File: config.mk
export PLATFORM = sky130hd
export DESIGN_NAME = vga_timing_gen
export DESIGN_NICKNAME = d
export VERILOG_FILES = /design/src/rtl/disp_timing_pkg.sv /design/src/rtl/pix_tick_gen.sv /design/src/rtl/vga_timing_gen.sv
export SDC_FILE = /design/constraint.sdc
export NUM_CORES = 1
export LEC_CHECK = 0
export CORE_ASPECT_RATIO = 0.5
export CORE_MARGIN = 2
export CORE_UTILIZATION = 45
export CTS_CLUSTER_SIZE = 40
export DETAILED_ROUTE_END_ITERATION = 8
export PLACE_DENSITY_LB_ADDON = 0.08
export SYNTH_ARGS = -nofsm -noshare
export SYNTH_HDL_FRONTEND = slang
export SYNTH_SLANG_ARGS = --single-unit
export TNS_END_PERCENT = 20
File: constraint.sdc
create_clock -name clk -period 3.3 [get_ports clk]
set_clock_uncertainty 0.1 [all_clocks]
set_input_delay 0.33 -clock clk [delete_from_list [all_inputs] [get_ports clk]]
set_output_delay 0.33 -clock clk [all_outputs]
set_load 0.005 [all_outputs]
File: src/rtl/disp_timing_pkg.sv
// Shared display constants for the VGA raster generator and the pixel/colour
// controllers that consume its hCount/vCount/bright bus.
// Contents: default 640x480@60 timing constants, counter width, 12-bit RGB
// colour constants, and a small inclusive-range helper.
package disp_timing_pkg;

    localparam int unsigned DEF_CLK_DIV      = 4;
    localparam int unsigned DEF_H_TOTAL      = 800;
    localparam int unsigned DEF_H_SYNC       = 96;
    localparam int unsigned DEF_H_DISP_START = 144;
    localparam int unsigned DEF_H_DISP_END   = 783;
    localparam int unsigned DEF_V_TOTAL      = 525;
    localparam int unsigned DEF_V_SYNC       = 2;
    localparam int unsigned DEF_V_DISP_START = 35;
    localparam int unsigned DEF_V_DISP_END   = 514;

    localparam int unsigned CNT_W = 10;

    typedef logic [11:0] rgb_t;

    localparam rgb_t RED       = 12'hF00;
    localparam rgb_t YELLOW    = 12'hFF0;
    localparam rgb_t BG_COLOUR = 12'h000;

    function automatic logic in_range(input logic [CNT_W-1:0] x,
                                      input logic [CNT_W-1:0] lo,
                                      input logic [CNT_W-1:0] hi);
        return (x >= lo) && (x <= hi);
    endfunction

endpackage

File: src/rtl/pix_tick_gen.sv
// Pixel-rate divider: counts system clocks 0..CLK_DIV-1 and flags the last
// count, which is the cycle on which the raster counters advance.
// Ports:
//   clk   - system clock
//   rst   - synchronous, active-high reset (divider restarts at 0)
//   o_adv - high during the clock whose rising edge advances the raster
module pix_tick_gen #(
    parameter int unsigned CLK_DIV = 4
) (
    input  logic clk,
    input  logic rst,
    output logic o_adv
);

    localparam int unsigned DIV_W = $clog2(CLK_DIV);
    localparam logic [DIV_W-1:0] DIV_LAST = DIV_W'(CLK_DIV - 1);

    if (CLK_DIV < 2) begin : g_bad_div
        $error("CLK_DIV must be >= 2");
    end

    logic [DIV_W-1:0] r_div;

    always_ff @(posedge clk) begin
        if (rst) begin
            r_div <= '0;
        end else if (r_div == DIV_LAST) begin
            r_div <= '0;
        end else begin
            r_div <= r_div + 1'b1;
        end
    end

    assign o_adv = (r_div == DIV_LAST);

endmodule

File: src/rtl/vga_timing_gen.sv
// VGA raster timing generator (default 640x480@60 from a 100 MHz clock).
// Ports:
//   clk, rst          - system clock, synchronous active-high reset
//   hCount, vCount    - 10-bit raster position
//   bright            - position is inside the visible window
//   hSync, vSync      - active-low sync pulses
//   pix_tick          - one-clk pulse in the cycle after the counters advance
//   frame_tick        - pix_tick on which the counters become (0,0)
//   frame_count       - 16-bit wrapping frame counter, only present when the
//                       DISP_FRAME_CNT_EN macro is defined
module vga_timing_gen
    import disp_timing_pkg::*;
#(
    parameter int unsigned CLK_DIV      = DEF_CLK_DIV,
    parameter int unsigned H_TOTAL      = DEF_H_TOTAL,
    parameter int unsigned H_SYNC       = DEF_H_SYNC,
    parameter int unsigned H_DISP_START = DEF_H_DISP_START,
    parameter int unsigned H_DISP_END   = DEF_H_DISP_END,
    parameter int unsigned V_TOTAL      = DEF_V_TOTAL,
    parameter int unsigned V_SYNC       = DEF_V_SYNC,
    parameter int unsigned V_DISP_START = DEF_V_DISP_START,
    parameter int unsigned V_DISP_END   = DEF_V_DISP_END
) (
    input  logic             clk,
    input  logic             rst,
    output logic [CNT_W-1:0] hCount,
    output logic [CNT_W-1:0] vCount,
    output logic             bright,
    output logic             hSync,
    output logic             vSync,
    output logic             pix_tick,
    output logic             frame_tick
`ifdef DISP_FRAME_CNT_EN
    ,
    output logic [15:0]      frame_count
`endif
);

    if (H_TOTAL > 1024 || V_TOTAL > 1024) begin : g_bad_total
        $error("H_TOTAL and V_TOTAL must be <= 1024");
    end

    localparam logic [CNT_W-1:0] H_LAST  = CNT_W'(H_TOTAL - 1);
    localparam logic [CNT_W-1:0] V_LAST  = CNT_W'(V_TOTAL - 1);
    localparam logic [CNT_W-1:0] H_SYNC_C = CNT_W'(H_SYNC);
    localparam logic [CNT_W-1:0] V_SYNC_C = CNT_W'(V_SYNC);
    localparam logic [CNT_W-1:0] H_DS_C  = CNT_W'(H_DISP_START);
    localparam logic [CNT_W-1:0] H_DE_C  = CNT_W'(H_DISP_END);
    localparam logic [CNT_W-1:0] V_DS_C  = CNT_W'(V_DISP_START);
    localparam logic [CNT_W-1:0] V_DE_C  = CNT_W'(V_DISP_END);

    logic w_adv;

    pix_tick_gen #(
        .CLK_DIV(CLK_DIV)
    ) u_pix_tick_gen (
        .clk  (clk),
        .rst  (rst),
        .o_adv(w_adv)
    );

    logic [CNT_W-1:0] r_h_count;
    logic [CNT_W-1:0] r_v_count;
    logic [CNT_W-1:0] w_h_next;
    logic [CNT_W-1:0] w_v_next;
    logic             w_frame_wrap;
    logic             r_bright;
    logic             r_hsync;
    logic             r_vsync;
    logic             r_pix_tick;
    logic             r_frame_tick;

    always_comb begin
        w_h_next     = r_h_count;
        w_v_next     = r_v_count;
        w_frame_wrap = 1'b0;
        if (w_adv) begin
            if (r_h_count == H_LAST) begin
                w_h_next = '0;
                if (r_v_count == V_LAST) begin
                    w_v_next     = '0;
                    w_frame_wrap = 1'b1;
                end else begin
                    w_v_next = r_v_count + 1'b1;
                end
            end else begin
                w_h_next = r_h_count + 1'b1;
            end
        end
    end

    // Sync/bright are decoded from the next-state counts so they land in the
    // same cycle as the counter values they describe.
    always_ff @(posedge clk) begin
        if (rst) begin
            r_h_count    <= '0;
            r_v_count    <= '0;
            r_bright     <= 1'b0;
            r_hsync      <= 1'b0;
            r_vsync      <= 1'b0;
            r_pix_tick   <= 1'b0;
            r_frame_tick <= 1'b0;
        end else begin
            r_h_count    <= w_h_next;
            r_v_count    <= w_v_next;
            r_hsync      <= (w_h_next >= H_SYNC_C);
            r_vsync      <= (w_v_next >= V_SYNC_C);
            r_bright     <= in_range(w_h_next, H_DS_C, H_DE_C) &&
                            in_range(w_v_next, V_DS_C, V_DE_C);
            r_pix_tick   <= w_adv;
            r_frame_tick <= w_frame_wrap;
        end
    end

`ifdef DISP_FRAME_CNT_EN
    logic [15:0] r_frame_cnt;

    always_ff @(posedge clk) begin
        if (rst) begin
            r_frame_cnt <= '0;
        end else if (w_frame_wrap) begin
            r_frame_cnt <= r_frame_cnt + 16'd1;
        end
    end

    assign frame_count = r_frame_cnt;
`endif

    assign hCount     = r_h_count;
    assign vCount     = r_v_count;
    assign bright     = r_bright;
    assign hSync      = r_hsync;
    assign vSync      = r_vsync;
    assign pix_tick   = r_pix_tick;
    assign frame_tick = r_frame_tick;

endmodule

# Yosys cells after proc, flatten, opt, wreduce, memory -nomap -nowiden
# Cells that the tools add are included.
[word_totals]
ramBits = 0
in_bits = 2
out_inout_bits = 25
mem_count = 0
regBits = 27
latch_bits = 0
rom_bits = 0
[op_classes]
n_eq_ne = 3
addsub = 3
muxes = 6
div = 0
n_bitwise = 2
reduce_logical = 5
multipliers = 0
n_lt_le_gt_ge = 6
n_shift = 0
[ops]
columns = ["op", "count"]
rows = [
  ["$mux W10", 5],
  ["$add A10 B1 Y10 const B", 2],
  ["$eq A10 B10 Y1 const B", 2],
  ["$le A10 B10 Y1 const B", 2],
  ["$ge A10 B2 Y1 const B", 1],
  ["$ge A10 B6 Y1 const B", 1],
  ["$ge A10 B7 Y1 const B", 1],
  ["$ge A10 B8 Y1 const B", 1],
  ["$logic_and A1 B1 Y1", 3],
  ["$reduce_or A3 Y1", 1],
  ["$add A2 B1 Y2 const B", 1],
  ["$eq A2 B2 Y1 const B", 1],
  ["$not A1 Y1", 2],
  ["$reduce_or A2 Y1", 1],
  ["$mux W1", 1],
]

# Longest topological paths before layout
# Gate-level depths: netlist of run 1.
[depth]
ltp_word = 7
depth_mapped = 10

# Modules after synthesis
# A second synthesis of run 1 with hierarchy kept.
[hier_totals]
hier_cells = 181
hier_area_um2 = 1506.4
[by_module_without_submodules]
columns = ["mod", "cells_per_inst", "instances", "seq_area_each_um2", "area_per_inst_um2"]
rows = [
  ["vga_timing_gen", 176, 1, 500.5, 1431.4],
  ["pix_tick_gen", 5, 1, 40.0, 75.1],
]

# Least setup slack after synthesis of run 1
# Ideal clock, no wire load.
[synth_timing]
path_kind = "reg2reg"
start = "register r_h_count[0] (netlist: hCount[0])"
end = "register r_bright (netlist: bright)"
stages_incl_launch_ff = 10
arrival_ns = 2.174
required_time_ns = 3.109
setup_time_ns = 0.091
slack_ns = 0.935
period_less_slack_ns = 2.365
cell_sequence = "dfxtp_1 ha_1 and2_1 clkbuf_1 nand2_1 nor2_1 nand3_1 xor2_1 or3b_1 a311oi_1"
[synth_between]
elab_chain_len = 6
elab_cells_between_ends = 13
cone_classes = "add/sub (1); order compare (4); eq/ne (1); mux (4); reduce/logical (3)"
[synth_rtl]
columns = ["element", "line", "text"]
rows = [
  ["start: declaration", "vga_timing_gen.sv:62", "logic [CNT_W-1:0] r_h_count;"],
  ["start signal: assignment", "vga_timing_gen.sv:104", "r_h_count <= w_h_next;"],
  ["$add A10 B1 Y10 or $eq A10 B10 Y1 (tied branches)", "vga_timing_gen.sv:87, vga_timing_gen.sv:78", ""],
  ["$mux W10", "vga_timing_gen.sv:78", "if (r_h_count == H_LAST) begin"],
  ["$mux W10", "vga_timing_gen.sv:77", "if (w_adv) begin"],
  ["$ge A10 B8 Y1, or another cell as far along", "disp_timing_pkg.sv:28", "return (x >= lo) && (x <= hi);"],
  ["$logic_and A1 B1 Y1", "disp_timing_pkg.sv:28", ""],
  ["$logic_and A1 B1 Y1 (*)", "vga_timing_gen.sv:108", "r_bright <= in_range(w_h_next, H_DS_C, H_DE_C) &&"],
  ["end signal: assignment", "vga_timing_gen.sv:108", ""],
  ["end: declaration", "vga_timing_gen.sv:67", "logic r_bright;"],
]
# Every way passes the cells marked *; elsewhere a longest branch is shown, timed or not.
# A chain may end at the register's enable or synchronous reset.

# Final worst setup path of run 1
[layout_timing]
start = "register u_pix_tick_gen.r_div[0]"
end = "register r_bright (netlist: bright)"
[layout_between]
elab_chain_len = 5
elab_cells_between_ends = 10
cone_classes = "order compare (4); eq/ne (1); mux (2); reduce/logical (3)"
[layout_rtl]
columns = ["element", "line", "text"]
rows = [
  ["start: declaration", "pix_tick_gen.sv:22", "logic [DIV_W-1:0] r_div;"],
  ["start signal: assignment", "pix_tick_gen.sv:30", "r_div <= r_div + 1'b1;"],
  ["$eq A2 B2 Y1 (*)", "pix_tick_gen.sv:34", "assign o_adv = (r_div == DIV_LAST);"],
  ["via u_pix_tick_gen.o_adv", "pix_tick_gen.sv:12", "output logic o_adv"],
  ["$mux W10", "vga_timing_gen.sv:77", ""],
  ["$ge A10 B8 Y1, or another cell as far along", "disp_timing_pkg.sv:28", ""],
  ["$logic_and A1 B1 Y1", "disp_timing_pkg.sv:28", ""],
  ["$logic_and A1 B1 Y1 (*)", "vga_timing_gen.sv:108", ""],
]
# Mark *: on every way through the listed nets, which the timed path passes. The rest lies on a longest branch.

==> results of run 1 <==
registers in the layout, summed over array words and instances, names as in the netlist:
name and flops:
hSync 1, bright 1, frame_tick 1, u_pix_tick_gen.r_div 2
vCount 10, vSync 1, hCount 10, pix_tick 1
layer usage:
metal  share of wire (%)  global-route usage (%)
met5                   0                       0
met1                  51                   24.30
met3                 5.7                   4.570
met4                0.25                   5.397
met2                  43                   27.44
synthesized netlist by cell type, types with 2 or more instances:
library cell	count	area share [%]
nand2b_1	4	1.7
nand2_1	10	2.5
buf_2	2	0.66
dfxtp_1	27	36
nand4_1	6	2.5
o21ai_0	9	3.0
or2_2	3	1.2
xor2_1	5	2.9
inv_1	4	0.99
and3_1	7	2.9
nor2_1	21	5.2
xnor2_1	6	3.5
clkbuf_1	7	1.7
a31oi_1	2	0.83
mux2i_1	2	1.3
nor2b_1	2	0.83
a21oi_1	9	3.0
or3_1	5	2.1
ha_1	4	3.3
nor3_1	8	2.7
nand3_1	11	3.6
power groups by stage:
stage          registers, mW  logic (mW)  clock network, mW
6_report               0.333      0.0183              0.189
5_1_grt                0.334      0.0207              0.211
4_1_cts                0.333      0.0185              0.200
3_5_place_dp           0.341      0.0188                  0
3_3_place_gp           0.341      0.0178                  0
2_1_floorplan          0.340      0.0121                  0
logic make-up (layout without fill, tap and decap cells):
family | after synthesis | in the layout
AND/OR/NAND/NOR | 91 | 91
AO/OA/AOI/OAI | 30 | 30
flip-flops | 27 | 27
buffers and inverters | 15 | 35
XOR/XNOR | 11 | 11
adder cells (fa/ha/maj) | 4 | 4
multiplexers | 2 | 2
critical path: stages (launching register included):
cell	delay, ns
dfxtp_1	0.35
ha_1	0.34
and2_1	0.37
nand2_1	0.19
nor2_1	0.31
nand3_1	0.14
xor2_1	0.20
or3b_1	0.39
a311oi_1	0.25
per-stage QoR:
| step | area, um^2 | utilization (%) | hold WS, ns | power (mW) |
|---|---|---|---|---|
| 6_report | 1817 | 58.60 | 0.3384 | 0.5404 |
| 5_1_grt | 1817 | 58.60 | 0.3678 | 0.5660 |
| 4_1_cts | 1817 | 58.60 | 0.3393 | 0.5517 |
| 3_5_place_dp | 1772 | 57.14 | 0.3219 | 0.3594 |
| 3_3_place_gp | 1772 | 57.14 | 0.3108 | 0.3583 |
| 2_1_floorplan | 1509 | - | 0.3043 | 0.3523 |
worst max-delay path by stage:
stage | startpoint | endpoint | slack, ns
after floorplan | hCount[0] | bright | 0.94
after global placement | u_pix_tick_gen.r_div[0] | bright | 0.68
after detailed placement | u_pix_tick_gen.r_div[0] | bright | 0.61
after CTS | u_pix_tick_gen.r_div[0] | bright | 0.57
after global routing | u_pix_tick_gen.r_div[0] | bright | 0.42
final | u_pix_tick_gen.r_div[0] | bright | 0.57
layout make-up:
class                   count  area, um^2
clock buffers               4       45.04
fillers                   273        1284
inverters                   4       15.01
multi-input cells         138       898.4
flip-flops and latches     27       540.5
well taps                  40       50.05
repair buffers             27       267.8
==> impl_results.md, run 1 <==
* Layout Cells excl Fill at 240
* Fmax at about 370 MHz
* Mapped cell area at about 1500 um^2
* Cell variety after synth at between 40 and 50
* CTS tree: done
* I/O Buffers at 26
* Yosys warnings at 0
* Yosys reg bits at 27
* Vias per Instance at around 5.6
* R2R Setup Slk at between 0.5 and 0.6 ns
* Final Hold Fails at 0
* Startpoint types: flip-flop
* Min-Delay Endpoint: u_pix_tick_gen.r_div[0]
* Die span in x at 85.89 um
* Antenna-violating nets left at 0
* Cts repair resizes at 0
* CTS Buf Count at 3
* Multiplexer share of the synthesized area at under 10%
* Clk Tree Root Cell: clkbuf_8
* Post-Synth Simple-Gate Area at around 36%
* Placer Congestion at 0.8688
* Worst skew pair latency at ~0.27 ns
* Hold Crit Start: u_pix_tick_gen.r_div[0]
* Std cell rows at 14
* Combinational group share of total power at between 3 and 4%
* Net load switching power at ~0.12 mW
* Clk network pwr share at about a third
* Syn nets at 186
* HPWL after DPL at roughly 2300 um
* RSZ-0062 raised after global routing: false
* Switching share of total power at approximately a fifth
* WP data required at about 3.4 ns
* Crit. End Element: flip-flop
* PD cells at 297.4 nW/um^2
* EDFF count, synth at 0
* Pin count of the biggest net entering global routing at 28
* Sink Count at 27
* XOR/XNOR Fraction of Synth Area at approximately 6.4%
* Placed Cells incl. Taps at ~240
* Compound-Gate Fraction of Synth Area at 12.35%
* Inserted Diodes at 0
* Most frequent cells in the layout: dfxtp_1 (27), clkdlybuf4s50_1 (26), nor2_1 (21)
* Vias at 1349
* Cell Int Power at about 0.43 mW
* Worst setup margin at 0.5664 ns
* Initial antenna violation count at 0
* Asr flop ratio synth at 0%
* First-pass GRT wire length at 5299 um
* Worst r2r path cells at 8
* Cells on Worst Hold Path at 1
* Fin. max-slew vios at 0
* Chip height at ~45 um
* Worst-margin pin slew at 1.003 ns
* Die area at 3860 um^2
* Adder-cell share of the synthesized area at under 10%
* Hold-fix buffers, CTS at 0
* Largest family of logic cells by synthesized area: simple AND/OR/NAND/NOR gates
* Reg power frac at between 60% and 70%
* Setup Slack @ Placement at a little over 0.6 ns
* DR WL/cell at 13.28 um
* Grt ovf at 0
* Final worst-path cycle share at 82.84%
* H-tree Lvls at 1
* Syn_area_per_cell at ~8.4 um^2
* Setup violations, final at 0
* DRT iter0 DRCs at 53
* Peak VDD IR at 0.1520 mV
* # Max-Cap Violations at 0
* CTS clock-pin slew for the worst setup and hold paths at ~0.090 ns
* Initial Util at 48.67%
* Vias in the first global route at between 1000 and 1500
* Setup TNS Final at 0 ns
* Boundary pin count at 27
* Final min period at approximately 2.7 ns
* Core Box Area at approximately 3100 um^2
* Layout cells sized above 1 at under 10%
* Final net count at 207
* GRT Util Overall at between 15 and 20%
* Hold Path Class: flip-flop to flip-flop
* Result of the run: completed
* Normalized max-slew margin at between 30% and 40%
* Most common flop cell mapped by yosys: dfxtp_1
* Detailed Routing Iterations Pass 1 at 6
* Critical path peak fanout at 11
* Leakage at around 0.63 nW
* DRT Wirelength at roughly 3200 um
* Worst Path Class, Setup: flip-flop to flip-flop
* Commonest non-fill, non-tap cell in the layout: dfxtp_1
* Worst Path Arrival at 2.80 ns
* Area delta synth->final at 20.40%
* R2R Path End: bright
* Residual DRC at 0
* R2R Path Start: u_pix_tick_gen.r_div[0]
* Post-synthesis sequential area ratio at a little over a third
* Post-CTS Setup Bufs at 0
* Gate count after technology mapping at 180
* Clock Tree Buf Depth at 2
Note: power is estimated with default switching activity, not from simulation.
==> run 2, diff against run 1 <==
==> constraint.sdc (replaced) <==
create_clock -name clk -period 2.7 [get_ports clk]
set_clock_uncertainty 0.1 [all_clocks]
set_input_delay 0.27 -clock clk [delete_from_list [all_inputs] [get_ports clk]]
set_output_delay 0.27 -clock clk [all_outputs]
set_load 0.005 [all_outputs]
==> run 2 against run 1 <==
  * The run now ends with DRC left
  * Critical endpoint unchanged
  * Largest cell class unchanged
  * Maximum frequency increased by 7.5%
  * Final cell count increased by 5.8%
  * Via count increased by 4.5%
  * Combinational power increased by 40%
  * Non-clock buffer count increased by 14
  * Worst hold slack got worse by 0.0029 ns
  * Setup slack got worse by 0.41 ns
==> impl_results.md, run 2 (same netlist as run 1, synthesis figures left out) <==
* Std cell rows at 14 (unchanged)
* I/O Buffers at 26 (unchanged)
* Setup TNS Final at 0 ns (unchanged)
* HPWL after DPL at 2593 um (+15%)
* Delay-heaviest family, CP: simple AND/OR/NAND/NOR gates
* Fin. max-slew vios at 0 (unchanged)
* Sink Count at 27 (unchanged)
* Layout cells sized above 1 at 14.02% (+7.0 points)
* Vias at 1410 (+4.5%)
* Final Total Pwr at 0.6763 mW (+25%)
* Die area at 3860 um^2 (unchanged)
* DRT Wirelength at 3656 um (+15%)
* R2R Path End: bright
* Worst Path Class, Setup: flip-flop to flip-flop
* CP Depth at 8 (unchanged)
* Initial Util at 48.67% (unchanged)
* DRT iter0 DRCs at 87 (+64%)
* CTS Buf Count at 3 (unchanged)
* Hold Path Class: flip-flop to flip-flop
* Critical path peak fanout at 6 (-5)
* Critical path buffers and inverters at 0 (unchanged)
* H-tree Lvls at 1 (unchanged)
* Die span in x at 85.89 um (unchanged)
* Leakage at 0.7078 nW (+12%)
* Worst Path Arrival at 2.63 ns (-0.17 ns)
* WP data required at 2.79 ns (-0.58 ns)
* Slowest cell on crit path: dfxtp_1
* Startpoint types: flip-flop
* Setup violations, final at 0 (unchanged)
* Hold Crit Start: u_pix_tick_gen.r_div[0]
* Vias in the first global route at 1281 (+9.5%)
* Most frequent cells in the layout: dfxtp_1 (27), clkdlybuf4s50_1 (26), nor2_1 (21)
* Vias per Instance at 5.551 (-1.2%)
* DR WL/cell at 14.39 um (+8.4%)
* Failing checks: DRC
* Crit. End Element: flip-flop
* # Max-Cap Violations at 0 (unchanged)
* Boundary pin count at 27 (unchanged)
* First-pass GRT wire length at 6037 um (+14%)
* Grt ovf at 0 (unchanged)
* Layout Cells excl Fill at 254 (+5.8%)
* Cells on Worst Hold Path at 1 (unchanged)
* PD cells at 351.0 nW/um^2 (+18%)
* CTS clock-pin slew for the worst setup and hold paths at 0.10 ns (about the same)
* Inserted Diodes at 0 (unchanged)
* Worst skew pair latency at 0.28 ns (about the same)
* Detailed Routing Iterations Pass 1 at 6 (unchanged)
* Final net count at 221 (+6.8%)
* R2R Path Start: hCount[0]
* Clock Tree Buf Depth at 2 (unchanged)
* Clk Tree Root Cell: clkbuf_8
* Antenna-violating nets left at 0 (unchanged)
* Max stage delay on crit path at 0.44 ns (+0.05 ns)
* Final worst-path cycle share at 94.14% (+11 points)
* Final Hold Fails at 0 (unchanged)
* Fmax at 393.4 MHz (+7.5%)
* Pin count of the biggest net entering global routing at 19 (-32%)
* Commonest non-fill, non-tap cell in the layout: dfxtp_1
* Worst-margin pin slew at 0.6791 ns (-0.3238 ns)
* Core Box Area at 3100 um^2 (unchanged)
* Worst r2r path cells at 8 (unchanged)
* Final min period at 2.542 ns (-0.1918 ns)
* CTS tree: done
* GRT Util Overall at 20.32% (+2.7 points)
* Placer Congestion at 0.8722 (+0.39%)
* Residual DRC at 1 (+1)
* Placed Cells incl. Taps at 246 (+4.2%)
* Min-Delay Endpoint: u_pix_tick_gen.r_div[0]
* Critical Path, Cell by Cell: ha_1 -> and2_2 -> nand2_1 -> nor2_1 -> nand3_1 -> xor2_1 -> or3b_1 -> a311oi_1
* Area delta synth->final at 27.70%
* Initial antenna violation count at 0 (unchanged)
* Peak VDD IR at 0.2074 mV (+36%)
* R2R Setup Slk at 0.16 ns (-0.41 ns)
* Chip height at 44.95 um (unchanged)
* Normalized max-slew margin at 54.59% (+22 points)
* Result of the run: finished with violations
run 2: changes by cell type in the layout (fill, tap and decap cells not counted):
cell,delta
buf_4,+14
and2_1,-1
and2_2,+1
clkbuf_1,-1
clkinvlp_4,+1
run 2: worst register-to-register path, cell delays in order (launching register included):
cell and delay (ns):
dfxtp_1 0.44, ha_1 0.21, and2_2 0.25, nand2_1 0.16
nor2_1 0.25, nand3_1 0.17, xor2_1 0.21, or3b_1 0.40
a311oi_1 0.25
run 2: worst max path at each step:
stage               slack (ns)  startpoint  endpoint
floorplan                 0.34   hCount[0]    bright
global placement          0.26   vCount[0]    bright
detailed placement        0.17   hCount[0]    bright
CTS                       0.11   vCount[0]    bright
global route             -0.03   hCount[0]    bright
finish                    0.16   hCount[0]    bright
run 2: metal layers:
layer  wire [um]  up-vias  global-route usage [%]
met5           0        -                       0
met2        1620       44                   32.56
met3         182        2                   5.119
li1            -      707                       -
met4          19        0                   4.762
met1        1834      657                   28.10
run 2: cell type report:
| class | count | area, um^2 |
|---|---|---|
| clock inverter | 1 | 7.507 |
| multi-input combinational | 138 | 899.6 |
| tap | 40 | 50.05 |
| sequential | 27 | 540.5 |
| clock buffer | 3 | 41.29 |
| timing repair buffer | 41 | 372.9 |
| fill | 270 | 1174 |
| inverter | 4 | 15.01 |
run 2: metrics by stage:
step | setup WS [ns] | hold slack [ns] | utilization (%) | cell area, um^2
finish | 0.1582 | 0.3356 | 62.15 | 1927
global route | -0.03383 | 0.3848 | 62.15 | 1927
CTS | 0.1060 | 0.3427 | 61.14 | 1896
detailed placement | 0.1675 | 0.3276 | 59.56 | 1847
global placement | 0.2599 | 0.3136 | 59.56 | 1847
floorplan | 0.3351 | 0.3043 | - | 1509
run 2: where the power goes:
part	internal, mW	total [mW]	switching [mW]
logic	0.0123	0.0257	0.0134
clock network	0.105	0.244	0.139
registers	0.404	0.407	0.00324
total	0.521	0.676	0.155
run 2: repair_timing:
action	CTS	global route
hold buffers	0	0
endpoints found under the setup margin	0	1
setup buffers	0	4
gates resized for setup	0	1
endpoints found under the hold margin	0	0
==> run 3, diff against run 2 <==
--- a/config.mk
+++ b/config.mk
@@ -8,6 +8,7 @@
 export CORE_ASPECT_RATIO = 0.5
 export CORE_MARGIN = 2
 export CORE_UTILIZATION = 45
+export CTS_CLUSTER_DIAMETER = 120
 export CTS_CLUSTER_SIZE = 40
 export DETAILED_ROUTE_END_ITERATION = 8
 export PLACE_DENSITY_LB_ADDON = 0.08
==> constraint.sdc (replaced) <==
create_clock -name clk -period 2.7 [get_ports clk]
set_clock_uncertainty 0.1 [all_clocks]
set_input_delay 0.54 -clock clk [delete_from_list [all_inputs] [get_ports clk]]
set_output_delay 0.54 -clock clk [all_outputs]
set_load 0.005 [all_outputs]
==> run 3 against run 2 <==
  * The flow still finishes with violations (DRC)
  * Critical path type unchanged
  * Utilization grew 0.16 points
  * Global-route usage is 0.32 points lower
  * Critical path depth is 3 higher
  * Register-to-register slack better by 0.06 ns
  * Combinational power hardly changed
  * Sequential share of layout area barely moved
  * Wire length down 3.1%
  * Final cell count is 0.39% higher
  * Largest power group unchanged
  * Final area increased by 0.26%
  * Critical endpoint unchanged
  * Setup slack improved by 0.061 ns
==> impl_results.md, run 3 (same netlist as run 1, synthesis figures left out) <==
* Crit path launch: vCount[1]
* Antenna-violating nets left at 0 (unchanged)
* Min-Delay Endpoint: u_pix_tick_gen.r_div[0]
* Cells on Worst Hold Path at 1 (unchanged)
* Die span in x at 85.89 um (unchanged)
* R2R Path End: bright
* Placer Congestion at 0.8423 (-3.4%)
* Most frequent cells in the layout: dfxtp_1 (26), clkdlybuf4s50_1 (26), nor2_1 (21)
* Worst skew pair latency at 0.27 ns (about the same)
* Peak VDD IR at 0.1594 mV (-23%)
* Boundary pin count at 27 (unchanged)
* Setup TNS Final at 0 ns (unchanged)
* Hold-fix buffers, CTS at 0 (unchanged)
* Vias per Instance at 5.486 (-1.2%)
* Hold Crit Start: u_pix_tick_gen.r_div[0]
* Worst Path Class, Setup: flip-flop to flip-flop
* RSZ-0062 raised after global routing: false
* Die area at 3860 um^2 (unchanged)
* Fmax at 403.1 MHz (+2.5%)
* Vias in the first global route at 1298 (+1.3%)
* Sink Count at 27 (unchanged)
* Critical path peak fanout at 7 (+1)
* Core Box Area at 3100 um^2 (unchanged)
* Final min period at 2.480 ns (-0.06129 ns)
* First-pass GRT wire length at 6065 um (+0.46%)
* Final worst-path cycle share at 91.87% (-2.3 points)
* Initial Util at 48.67% (unchanged)
* Hold Path Class: flip-flop to flip-flop
* Worst-margin pin slew at 0.3379 ns (-0.3411 ns)
* Final Total Pwr at 0.6655 mW (-1.6%)
* GRT Util Overall at 20.00% (-0.32 points)
* Final Hold Fails at 0 (unchanged)
* Final net count at 222 (+0.45%)
* Result of the run: finished with violations
* Worst Path Arrival at 2.57 ns (-0.06 ns)
* Std cell rows at 14 (unchanged)
* CTS tree: done
* Failing checks: DRC
* Inserted Diodes at 0 (unchanged)
* Crit. End Element: flip-flop
* PD cells at 344.5 nW/um^2 (-1.9%)
* Fin. max-slew vios at 0 (unchanged)
* DRT iter0 DRCs at 68 (-22%)
* Clock Tree Buf Depth at 2 (unchanged)
* DRT Wirelength at 3541 um (-3.1%)
* Grt ovf at 0 (unchanged)
* Setup violations, final at 0 (unchanged)
* Area delta synth->final at 28.03%
* # Max-Cap Violations at 0 (unchanged)
* Util after Layout at 62.31% (+0.16 points)
* Chip height at 44.95 um (unchanged)
* CTS clock-pin slew for the worst setup and hold paths at 0.09 ns (about the same)
* R2R Path Start: vCount[1]
* Clk Tree Root Cell: clkbuf_8
* Initial antenna violation count at 0 (unchanged)
* WP data required at 2.78 ns (about the same)
* Residual DRC at 1 (unchanged)
* H-tree Lvls at 1 (unchanged)
* Startpoint types: flip-flop
* Leakage at 0.7148 nW (+0.99%)
* Normalized max-slew margin at 77.44% (+23 points)
* Pin count of the biggest net entering global routing at 20 (+1)
* Vias at 1399 (-0.78%)
* CTS Buf Count at 3 (unchanged)
* DR WL/cell at 13.89 um (-3.5%)
* HPWL after DPL at 2606 um (+0.50%)
* I/O Buffers at 26 (unchanged)
* Worst r2r path cells at 11 (+3)
* Layout cells sized above 1 at 14.42% (+0.40 points)
* Detailed Routing Iterations Pass 1 at 6 (unchanged)
* R2R Setup Slk at 0.22 ns (+0.06 ns)
-- run 3: cell count changes in the layout (fill, tap and decap cells not counted), sizes merged --
cell | before | now
clkbuf | 3 | 4
buf | 15 | 16
clkinvlp | 1 | 0
-- run 3: where the power goes --
part           switching [mW]  total (mW)  leakage, nW  internal, mW
clock network           0.127       0.233       0.0228         0.106
registers             0.00311       0.407        0.219         0.404
logic                  0.0132      0.0257        0.474        0.0125
-- run 3: worst max-delay path: stages, from the launching register on --
cell and delay (ns):
dfxtp_1 0.45, inv_1 0.09, ha_1 0.18, nand2b_1 0.11, nor4_4 0.05, buf_4 0.16, buf_4 0.14, nor2_2 0.11
and3_1 0.17, and4bb_1 0.23, or3b_1 0.35, a311oi_1 0.26
-- run 3: per-layer routing --
layer / vias to the layer above / GRT usage [%] / wire (um)
met5: - / 0 / 0
met4: 0 / 4.444 / 8
met3: 2 / 5.302 / 172
met2: 29 / 30.08 / 1574
met1: 657 / 28.96 / 1785
li1: 711 / - / -
-- run 3: how the worst max path moves through the flow --
stage          endpoint  slack, ns
3_3_place_gp     bright       0.24
2_1_floorplan    bright       0.34
4_1_cts          bright       0.14
5_1_grt          bright       0.03
3_5_place_dp     bright       0.17
6_report         bright       0.22
-- run 3: what timing repair did --
action                     4_1_cts  5_1_grt
gates resized for setup          0        2
buffers inserted                 0        4
setup endpoints to repair        0        1
-- run 3: metrics by stage --
step	hold slack, ns	area (um^2)	cells	setup WS (ns)
after global placement	0.3130	1854	247	0.2357
after detailed placement	0.3283	1854	247	0.1668
after CTS	0.3420	1899	251	0.1412
after floorplan	0.3043	1509	180	0.3351
after global routing	0.3609	1932	255	0.03107
final	0.3388	1932	255	0.2195
-- run 3: cell type report --
cell class / count / area (um^2)
fillers: 266 / 1169
multi-input cells: 138 / 899.6
well taps: 40 / 50.05
clock buffers: 4 / 45.04
repair buffers: 42 / 380.4
flip-flops and latches: 27 / 541.8
inverters: 4 / 15.01
